## src/rtl/seg7_pkg.sv

```systemverilog
// Shared constants and hex-to-segment table for the seven-segment scan display.
package seg7_pkg;

   localparam int unsigned NUM_DIGITS = 8;
   localparam int unsigned NIBBLE_W   = 4;
   localparam int unsigned SEG_W      = 7;
   localparam int unsigned VALUE_W    = NUM_DIGITS * NIBBLE_W;

   localparam logic [SEG_W-1:0]      SEG_BLANK = 7'h7F;
   localparam logic [NUM_DIGITS-1:0] AN_OFF    = 8'hFF;

   // Active-low segment patterns {g,f,e,d,c,b,a}, entry n = glyph for nibble n.
   localparam logic [15:0][SEG_W-1:0] HEX_SEG = {
      7'h0E, 7'h06, 7'h21, 7'h46, 7'h03, 7'h08, 7'h10, 7'h00,
      7'h78, 7'h02, 7'h12, 7'h19, 7'h30, 7'h24, 7'h79, 7'h40
   };

endpackage

```

## src/rtl/seg7_scan_display_if.sv

```systemverilog
// Display bus: value/control from the CPU side, scanned anode/segment drive out.
interface seg7_scan_display_if;
   import seg7_pkg::*;

   logic                  load;
   logic [VALUE_W-1:0]    value;
   logic [NUM_DIGITS-1:0] dp;
   logic [NUM_DIGITS-1:0] digit_en;
   logic                  blank_lz;
   logic [NUM_DIGITS-1:0] an;
   logic [SEG_W-1:0]      seg;
   logic                  dp_n;
   logic                  frame_done;

   modport master (
      output load, value, dp, digit_en, blank_lz,
      input  an, seg, dp_n, frame_done
   );

   modport slave (
      input  load, value, dp, digit_en, blank_lz,
      output an, seg, dp_n, frame_done
   );

endinterface

```

## src/rtl/seg7_scan_display_hex_to_seg7.sv

```systemverilog
// Combinational nibble to active-low seven-segment decoder.
module hex_to_seg7
   import seg7_pkg::*;
(
   input  logic [NIBBLE_W-1:0] nibble,
   output logic [SEG_W-1:0]    seg
);

   // Table lookup of the glyph for the nibble.
   always_comb begin
      seg = HEX_SEG[nibble];
   end

endmodule

```

## src/rtl/seg7_scan_display.sv

```systemverilog
// Eight-digit multiplexed seven-segment driver with frame-synchronous value update.
module seg7_scan_display
   import seg7_pkg::*;
#(
   parameter int unsigned SCAN_DIV   = 100000,
   parameter int unsigned NUM_DIGITS = 8
)(
   input logic                clk,
   input logic                rst_n,
   seg7_scan_display_if.slave bus
);

   localparam int unsigned PW    = (SCAN_DIV > 1) ? $clog2(SCAN_DIV) : 1;
   localparam int unsigned IDX_W = $clog2(NUM_DIGITS);
   localparam logic [PW-1:0]    PRESC_LAST = PW'(SCAN_DIV - 1);
   localparam logic [IDX_W-1:0] IDX_LAST   = IDX_W'(NUM_DIGITS - 1);

   logic [PW-1:0]         presc;
   logic [IDX_W-1:0]      idx;
   logic                  tc;
   logic                  wrap;

   logic [VALUE_W-1:0]    shadow_val;
   logic [NUM_DIGITS-1:0] shadow_dp;
   logic [VALUE_W-1:0]    disp_val;
   logic [NUM_DIGITS-1:0] disp_dp;

   logic [NUM_DIGITS-1:0] upper_zero;
   logic [NIBBLE_W-1:0]   cur_nib;
   logic [SEG_W-1:0]      dec_seg;
   logic                  dark;

   logic [NUM_DIGITS-1:0] an_q;
   logic [SEG_W-1:0]      seg_q;
   logic                  dp_n_q;
   logic                  frame_done_q;

   assign tc   = (presc == PRESC_LAST);
   assign wrap = tc && (idx == IDX_LAST);

   // Digit dwell prescaler and scan index.
   always_ff @(posedge clk or negedge rst_n) begin
      if (!rst_n) begin
         presc <= '0;
         idx   <= '0;
      end else if (tc) begin
         presc <= '0;
         idx   <= (idx == IDX_LAST) ? '0 : idx + 1'b1;
      end else begin
         presc <= presc + 1'b1;
      end
   end

   // Shadow capture on load; display copy only at the frame wrap so a frame never tears.
   // A load landing on the wrap edge bypasses the shadow so it is not lost for a frame.
   always_ff @(posedge clk or negedge rst_n) begin
      if (!rst_n) begin
         shadow_val <= '0;
         shadow_dp  <= '0;
         disp_val   <= '0;
         disp_dp    <= '0;
      end else begin
         if (bus.load) begin
            shadow_val <= bus.value;
            shadow_dp  <= bus.dp;
         end
         if (wrap) begin
            disp_val <= bus.load ? bus.value : shadow_val;
            disp_dp  <= bus.load ? bus.dp    : shadow_dp;
         end
      end
   end

   // upper_zero[i] is set when display nibbles i..top are all zero.
   always_comb begin
      logic        acc;
      int unsigned i;
      acc        = 1'b1;
      upper_zero = '0;
      for (int unsigned k = 0; k < NUM_DIGITS; k++) begin
         i             = NUM_DIGITS - 1 - k;
         acc           = acc && (disp_val[i*NIBBLE_W +: NIBBLE_W] == '0);
         upper_zero[i] = acc;
      end
   end

   // Current digit nibble and dark decision (disabled or leading-zero blanked).
   always_comb begin
      cur_nib = disp_val[{idx, 2'b00} +: NIBBLE_W];
      dark    = !bus.digit_en[idx] ||
                (bus.blank_lz && (idx != '0) && upper_zero[idx]);
   end

   hex_to_seg7 u_hex_to_seg7 (
      .nibble (cur_nib),
      .seg    (dec_seg)
   );

   // Registered anode/segment/dp drive and frame pulse.
   always_ff @(posedge clk or negedge rst_n) begin
      if (!rst_n) begin
         an_q         <= AN_OFF;
         seg_q        <= SEG_BLANK;
         dp_n_q       <= 1'b1;
         frame_done_q <= 1'b0;
      end else begin
         frame_done_q <= wrap;
         if (dark) begin
            an_q   <= AN_OFF;
            seg_q  <= SEG_BLANK;
            dp_n_q <= 1'b1;
         end else begin
            an_q   <= ~(NUM_DIGITS'(1) << idx);
            seg_q  <= dec_seg;
            dp_n_q <= ~disp_dp[idx];
         end
      end
   end

   assign bus.an         = an_q;
   assign bus.seg        = seg_q;
   assign bus.dp_n       = dp_n_q;
   assign bus.frame_done = frame_done_q;

endmodule

```

## src/flat_wrapper.sv

```systemverilog
// flat-port wrapper written by rule: the top's interface ports become plain ports
module seg7_scan_display_flat import seg7_pkg::*;
#(
   parameter int unsigned SCAN_DIV   = 100000,
   parameter int unsigned NUM_DIGITS = 8
)
  (clk, rst_n, bus_load, bus_value, bus_dp, bus_digit_en, bus_blank_lz, bus_an, bus_seg, bus_dp_n, bus_frame_done);
  seg7_scan_display_if bus_i ();
  input logic clk;
  input logic rst_n;
  input wire logic [$bits(bus_i.load)-1:0] bus_load;
  input wire logic [$bits(bus_i.value)-1:0] bus_value;
  input wire logic [$bits(bus_i.dp)-1:0] bus_dp;
  input wire logic [$bits(bus_i.digit_en)-1:0] bus_digit_en;
  input wire logic [$bits(bus_i.blank_lz)-1:0] bus_blank_lz;
  output wire logic [$bits(bus_i.an)-1:0] bus_an;
  output wire logic [$bits(bus_i.seg)-1:0] bus_seg;
  output wire logic [$bits(bus_i.dp_n)-1:0] bus_dp_n;
  output wire logic [$bits(bus_i.frame_done)-1:0] bus_frame_done;
  assign bus_i.load = bus_load;
  assign bus_i.value = bus_value;
  assign bus_i.dp = bus_dp;
  assign bus_i.digit_en = bus_digit_en;
  assign bus_i.blank_lz = bus_blank_lz;
  assign bus_an = bus_i.an;
  assign bus_seg = bus_i.seg;
  assign bus_dp_n = bus_i.dp_n;
  assign bus_frame_done = bus_i.frame_done;
  seg7_scan_display #(.SCAN_DIV(SCAN_DIV), .NUM_DIGITS(NUM_DIGITS)) u_core (.clk(clk), .rst_n(rst_n), .bus(bus_i));
endmodule
```

## config.mk

```make
export PLATFORM = sky130hd
export DESIGN_NAME = seg7_scan_display_flat
export DESIGN_NICKNAME = d
export VERILOG_FILES = /design/src/rtl/seg7_pkg.sv /design/src/rtl/seg7_scan_display_if.sv /design/src/rtl/seg7_scan_display_hex_to_seg7.sv /design/src/rtl/seg7_scan_display.sv /design/src/flat_wrapper.sv
export SDC_FILE = /design/constraint.sdc
export NUM_CORES = 1
export LEC_CHECK = 0
export CAP_MARGIN = 40
export CORE_MARGIN = 2
export CORE_UTILIZATION = 35
export CTS_CLUSTER_DIAMETER = 50
export CTS_CLUSTER_SIZE = 12
export DETAILED_ROUTE_END_ITERATION = 12
export GPL_TIMING_DRIVEN = 0
export HOLD_SLACK_MARGIN = 0.15
export PLACE_DENSITY = 0.6
export SLEW_MARGIN = 0
export SYNTH_ARGS = -nofsm -noshare
export SYNTH_HDL_FRONTEND = slang
export SYNTH_SLANG_ARGS = --single-unit
```

## constraint.sdc

```tcl
create_clock -name clk -period 3.15 [get_ports clk]
set_input_delay 0.63 -clock clk [delete_from_list [all_inputs] [get_ports clk]]
set_output_delay 0.63 -clock clk [all_outputs]
set_load 0.005 [all_outputs]
```

==> flow_summary.yaml, run 1 <==
outcome:
  run_status: "completed"
critical_path:
  crit_chain: "buf_6, buf_6, mux4_2, mux2i_2, inv_1, ha_1, mux2_2, nor2_1, o22ai_1"
  path_class: "reg -> reg"
  worst_setup_path_end_kind: "flip-flop"
  arrival_ns: 2.93
  critical_path.slowest_cell: "mux4_2"
  crit_fanout: 10
  start_kind: "flip-flop"
  max_stage_delay_ns: 0.53
  required_ns: 3.47
  critPathMostFrequentCell: "buf_6"
  ff2ff_path_depth: 9
timing:
  period_share_pct: 82.6
  setup_tns_ns: 0
  slew_headroom_pct: 57.5
  tightest_slew_ns: 0.633
  worst_clock_skew_ns: 0.00969
  timing.fmax_mhz: 384
  period_minus_slack_ns: 2.60
  final_max_slew_viol_count: 0
  setup_viol: 0
  rsz0062_at_grt: "no"
  hold_viol: 0
route:
  antenna_left: 0
  vias_per_cell: 4.97
  drtIter0Drc: 140
  drc: 0
  vias: 3277
  drt_first_pass_iters: 4
  wire_per_inst_um: 16.2
  routed_wl_um: 10600
clock_tree:
  clockRootBuffer: "clkbuf_16"
  clkTransAtPathRegs_ns: 0.06
  cts.sinks: 117
  clock_latency_ns: 0.41
  cts_setup_buffers: 0
  clock_path_buffers: 2
  numCtsBuffers: 17
  htreeDepth: 4
  cts_tree: "done"
die:
  start_util_pct: 35.9
  die_w_um: 126
  rows: 44
  die_area_sq_mm: 0.0160
  io_pins: 69
  core-area_sq_mm: 0.0146
  die_height_um: 126
synth:
  syn-mean-instance-area_sq_um: 14.0
  synthTopCellsByArea: "dfrtp_1, mux2_2, dfstp_2"
  synthArstFlopShare_pct: 100
  synthCells: 374
  syn-cell-area_sq_mm: 0.00524
  syn_nets: 439
  synthFlopType: "dfrtp_1"
  synthDistinctLibCells: 48
  yosys.area.top_type: "dfrtp_1"
  synth_seq_cells: 117
  ys_warn_count: 0
  ys_seq_area_share_pct: 56.3
  yosysTopAreaCellShare_pct: 48.3
  synth_edf_count: 0
power_and_ir_drop:
  leakage_nw: 2.99
  intPower_mw: 2.92
  ir_drop_mv: 0.362
  clkPwrFrac_pct: 51.8
  p_sw_share_pct: 21.0
  seq_power_share_pct: 42.7
  combPwrFrac_pct: 5.5
  p_sw_uw: 775
  powerDensity_mw_per_mm2: 546
grt:
  grt_pass1_vias: 3471
  antenna_found_initial: 0
  grt_max_degree: 72
  grt_first_pass_wirelength_um: 17800
  overflow: 0
  grtUsageTotal_pct: 14.4
hold_path:
  hold_path.class: "reg -> reg"
  holdPathStages: 1
final_layout:
  nets: 527
  area_growth_pct: 29.2
  fin_cells: 659
  antenna_cells: 0
  drive_gt1_share_pct: 31.8
  stdcell_area_sq_mm: 0.00677
place:
  place_area_sq_mm: 0.00617
  numPortBuffers: 67
  dp_hpwl_um: 7780
  gp_congestion: 0.864
  placed_cells: 626
job:
  drv_cap: 0
==> final timing paths <==
kind | startpoint | endpoint | slack (ns)
worst max-delay path | u_core.idx[0] | u_core.bus.seg[3] | 0.55
worst min-delay path | u_core.disp_dp[3] | u_core.disp_dp[3] | 0.49
worst max register to register | u_core.idx[0] | u_core.bus.seg[3] | 0.55
worst min register to register | u_core.disp_dp[3] | u_core.disp_dp[3] | 0.49
max in group asynchronous | rst_n | u_core.bus.an[4] | 1.70
min in group asynchronous | rst_n | u_core.shadow_val[19] | 0.72
==> cells in the final DEF (no fill, tap or decap), types with 5 or more instances in the layout <==
cell type        synthesis  layout
dfrtp_1                101     101
mux2_2                  72      72
clkdlybuf4s50_1          0      66
nand2_1                 25      25
clkbuf_16                0      17
dfstp_2                 16      16
nor2_1                  15      15
ha_1                    13      13
nand3_1                 11      11
mux4_2                  10      10
mux2_1                   9       9
nor4_1                   8       8
xor2_1                   8       8
inv_1                    7       7
xnor2_1                  7       7
buf_2                    6       6
o21ai_0                  5       5
mux2i_1                  5       5
buf_4                    5       5
==> critical path: cells and delay by family, from the launching register on <==
family,cells,cell delay (ns)
buffers and inverters,3,0.47
AOI/OAI and AO/OA,1,0.10
muxes,3,1.21
and+or+nand+nor,1,0.09
DFF,1,0.39
adders and majority gates,1,0.25
==> cells by family after synthesis <==
kind of cell / count (synthesis) / share of synthesized area, %
buffers and inverters: 26 / 2.80
adder cells (fa/ha/maj): 13 / 3.11
AND/OR/NAND/NOR: 76 / 7.34
multiplexers: 100 / 24.4
XOR/XNOR: 15 / 2.51
flip-flops: 117 / 56.3
AO/OA/AOI/OAI: 27 / 3.58
==> final cells by class <==
class	instances	area (sq um)
Clock buffer	19	433
Fill cell	1301	7820
Tap cell	184	230
Sequential cell	117	2950
Clock inverter	13	156
Multi-Input combinational cell	231	2140
Inverter	8	30.0
Buffer	18	116
Timing Repair Buffer	69	709
==> flip-flops by register name (all words and copies together), names as in the netlist <==
signal	flops
u_core.disp_val	32
u_core.shadow_val	32
u_core.presc	17
u_core.bus.an	8
u_core.disp_dp	8
u_core.shadow_dp	8
u_core.bus.seg	7
u_core.idx	3
u_core.bus.dp_n	1
u_core.bus.frame_done	1
==> stage by stage <==
| step | total power, mW | setup WS [ns] | util (%) | hold WS [ns] |
|---|---|---|---|---|
| floorplan | 1.68 | 0.857 | - | 0.334 |
| finish | 3.69 | 0.547 | 46.4 | 0.488 |
| detailed placement | 1.81 | 0.517 | 42.3 | 0.475 |
| global route | 3.83 | 0.339 | 46.4 | 0.506 |
| CTS | 3.74 | 0.534 | 46.4 | 0.493 |
| global placement | 1.80 | -2.89 | 42.1 | 0.468 |
==> metal layers <==
| metal | routed length [um] | up-vias | track usage (%) |
|---|---|---|---|
| met5 | 0 | - | 0 |
| met4 | 185 | 0 | 6.92 |
| met3 | 544 | 12 | 3.92 |
| met2 | 4740 | 96 | 21.2 |
| met1 | 5180 | 1648 | 19.7 |
| li1 | - | 1521 | - |
==> power groups by stage <==
| stage | Combinational [mW] | Sequential, mW | Clock [mW] |
|---|---|---|---|
| after floorplan | 0.0783 | 1.60 | 0 |
| after global placement | 0.199 | 1.60 | 0 |
| after detailed placement | 0.208 | 1.60 | 0 |
| after CTS | 0.210 | 1.58 | 1.95 |
| after global routing | 0.224 | 1.58 | 2.02 |
| final | 0.203 | 1.58 | 1.91 |
==> cells in the mapped netlist, types with 5 or more instances <==
cell type	n
dfrtp_1	101
mux2_2	72
nand2_1	25
dfstp_2	16
nor2_1	15
ha_1	13
nand3_1	11
mux4_2	10
mux2_1	9
nor4_1	8
xor2_1	8
inv_1	7
xnor2_1	7
buf_2	6
buf_4	5
mux2i_1	5
o21ai_0	5
==> timing repair <==
item                                   CTS  global route
hold buffers                             1             0
gates resized for setup                  0             0
endpoints found under the hold margin    7             0
Power figures use the tool's default switching activity.
==> run 2, diff against run 1 <==
--- a/config.mk
+++ b/config.mk
@@ -13,7 +13,7 @@
 export DETAILED_ROUTE_END_ITERATION = 12
 export GPL_TIMING_DRIVEN = 0
 export HOLD_SLACK_MARGIN = 0.15
-export PLACE_DENSITY = 0.6
+export PLACE_DENSITY = 0.62
 export SLEW_MARGIN = 0
 export SYNTH_ARGS = -nofsm -noshare
 export SYNTH_HDL_FRONTEND = slang
==> constraint.sdc (replaced) <==
create_clock -name clk -period 2.2 [get_ports clk]
set_input_delay 0.44 -clock clk [delete_from_list [all_inputs] [get_ports clk]]
set_output_delay 0.44 -clock clk [all_outputs]
set_load 0.005 [all_outputs]
==> run 2 against run 1 <==
Effect of this change: the run now ends with negative setup slack left; core utilization increased by 1.8 points; non-clock buffer count is 17 higher; register-to-register slack worse by 0.57 ns; critical endpoint unchanged; global-route usage up 0.90 points; combinational power up 46%; largest power group unchanged; power is 48% higher; highest routed layer unchanged; routed wire length up 8.9%; largest cell class unchanged; sequential share of layout area is 1.6 points lower; count of clock-buffer cells in the layout is the same.
==> flow_summary.yaml, run 2 (synthesis gave the netlist of run 1 again) <==
timing:
  slew_headroom_pct: 51.9
  rsz0062_at_grt: "yes"
  timing.fmax_mhz: 450
  fin_ws_ns: -0.0227
  tightest_slew_ns: 0.721
  setup_viol: 2
  hold_slack_ns: 0.489
  hold_viol: 0
  period_minus_slack_ns: 2.22
  final_max_slew_viol_count: 0
  period_share_pct: 101
  worst_clock_skew_ns: 0.00906
route:
  vias: 3391
  wire_per_inst_um: 17.2
  vias_per_cell: 5.02
  routed_wl_um: 11600
  antenna_left: 0
  drtIter0Drc: 199
  drt_first_pass_iters: 6
  drc: 0
power_and_ir_drop:
  powerDensity_mw_per_mm2: 776
  ir_drop_mv: 0.509
  leakage_nw: 3.07
  p_total_mw: 5.45
critical_path:
  start_kind: "flip-flop"
  required_ns: 2.52
  critical_path.slowest_cell: "mux4_2"
  worst_setup_path_end_kind: "flip-flop"
  max_stage_delay_ns: 0.54
  cp_num_buf_inv: 3
  arrival_ns: 2.55
  crit_family: "multiplexers"
  path_class: "reg -> reg"
  r2r_slack_ns: -0.02
  crit_chain: "buf_6, buf_12, mux4_2, mux2i_4, inv_2, ha_4, mux2_2, nor2_1, o22ai_1"
  crit_fanout: 4
place:
  dp_hpwl_um: 8230
  place_area_sq_mm: 0.00618
  post-place-ws_ns: -0.266
  gp_congestion: 0.873
  numPortBuffers: 67
grt:
  antenna_found_initial: 0
  overflow: 0
  grt_first_pass_wirelength_um: 18900
  grtUsageTotal_pct: 15.3
  grt_pass1_vias: 3567
  grt_max_degree: 65
final_layout:
  drive_gt1_share_pct: 37.8
  filler_cell_count: 1256
  nets: 544
  area_growth_pct: 34.1
  largestRegisters: "u_core.disp_val x32, u_core.shadow_val x32, u_core.presc x17"
  antenna_cells: 0
  final_common_cell: "dfrtp_1"
  final_util_pct: 48.1
  final_cell_mix: "dfrtp_1, mux2_2, clkdlybuf4s50_1"
  stdcell_area_sq_mm: 0.00702
clock_tree:
  numCtsBuffers: 17
  htreeDepth: 4
  cts.sinks: 117
  cts_tree: "done"
  clock_path_buffers: 2
  clock_latency_ns: 0.41
  clockRootBuffer: "clkbuf_16"
  clkTransAtPathRegs_ns: 0.06
die:
  core-area_sq_mm: 0.0146
  start_util_pct: 35.9
  rows: 44
  die_area_sq_mm: 0.0160
  die_height_um: 126
  io_pins: 69
  die_w_um: 126
hold_path:
  hold_path.class: "reg -> reg"
outcome:
  violations: "negative setup slack"
  run_status: "finished, violations left"
job:
  drv_cap: 0
[run 2: layout make-up]
class                      instances  area [sq um]  share of cell area (%)
clock inverter                    13           171                    2.44
multi-input combinational        231          2200                    31.3
buffer                            18           134                    1.91
sequential                       117          2950                    42.0
clock buffer                      19           453                    6.45
timing repair buffer              86           847                    12.1
inverter                           8          37.5                   0.535
tap                              184           230                    3.28
[run 2: metal layers]
metal  track usage, %  routed length (um)  vias up
met5                0                   0        -
met2             24.0                5510       85
li1                 -                   -     1556
met4             4.85                 157        0
met1             21.1                5440     1737
met3             3.58                 492       13
[run 2: what timing repair did]
action,4_1_cts,5_1_grt
cloned,0,1
setup endpoints to repair,55,64
pin swaps,5,3
endpoints found under the hold margin,44,0
resized for setup,14,8
hold buffers,1,0
setup buffers,8,8
[run 2: power breakdown]
group	internal [mW]	leakage (nW)	total, mW	switching [mW]
logic	0.172	1.30	0.297	0.125
registers	2.24	1.47	2.26	0.0201
clock network	1.85	0.289	2.90	1.04
total	4.26	3.07	5.45	1.19
[run 2: final timing paths]
check	end	startpoint	depth (start not counted)
max	u_core.bus.seg[3]	u_core.idx[0]	9
min	u_core.disp_dp[3]	u_core.disp_dp[3]	1
max reg2reg	u_core.bus.seg[3]	u_core.idx[0]	9
min reg2reg	u_core.disp_dp[3]	u_core.disp_dp[3]	1
max in group asynchronous	u_core.bus.an[0]	rst_n	3
min in group asynchronous	u_core.shadow_val[30]	rst_n	2
[run 2: through the flow]
stage	TNS, ns	std cells
after floorplan	0	374
after global placement	-391.53	625
after detailed placement	-3.61	626
after CTS	-0.0346	667
after global routing	-0.404	676
final	-0.0282	676
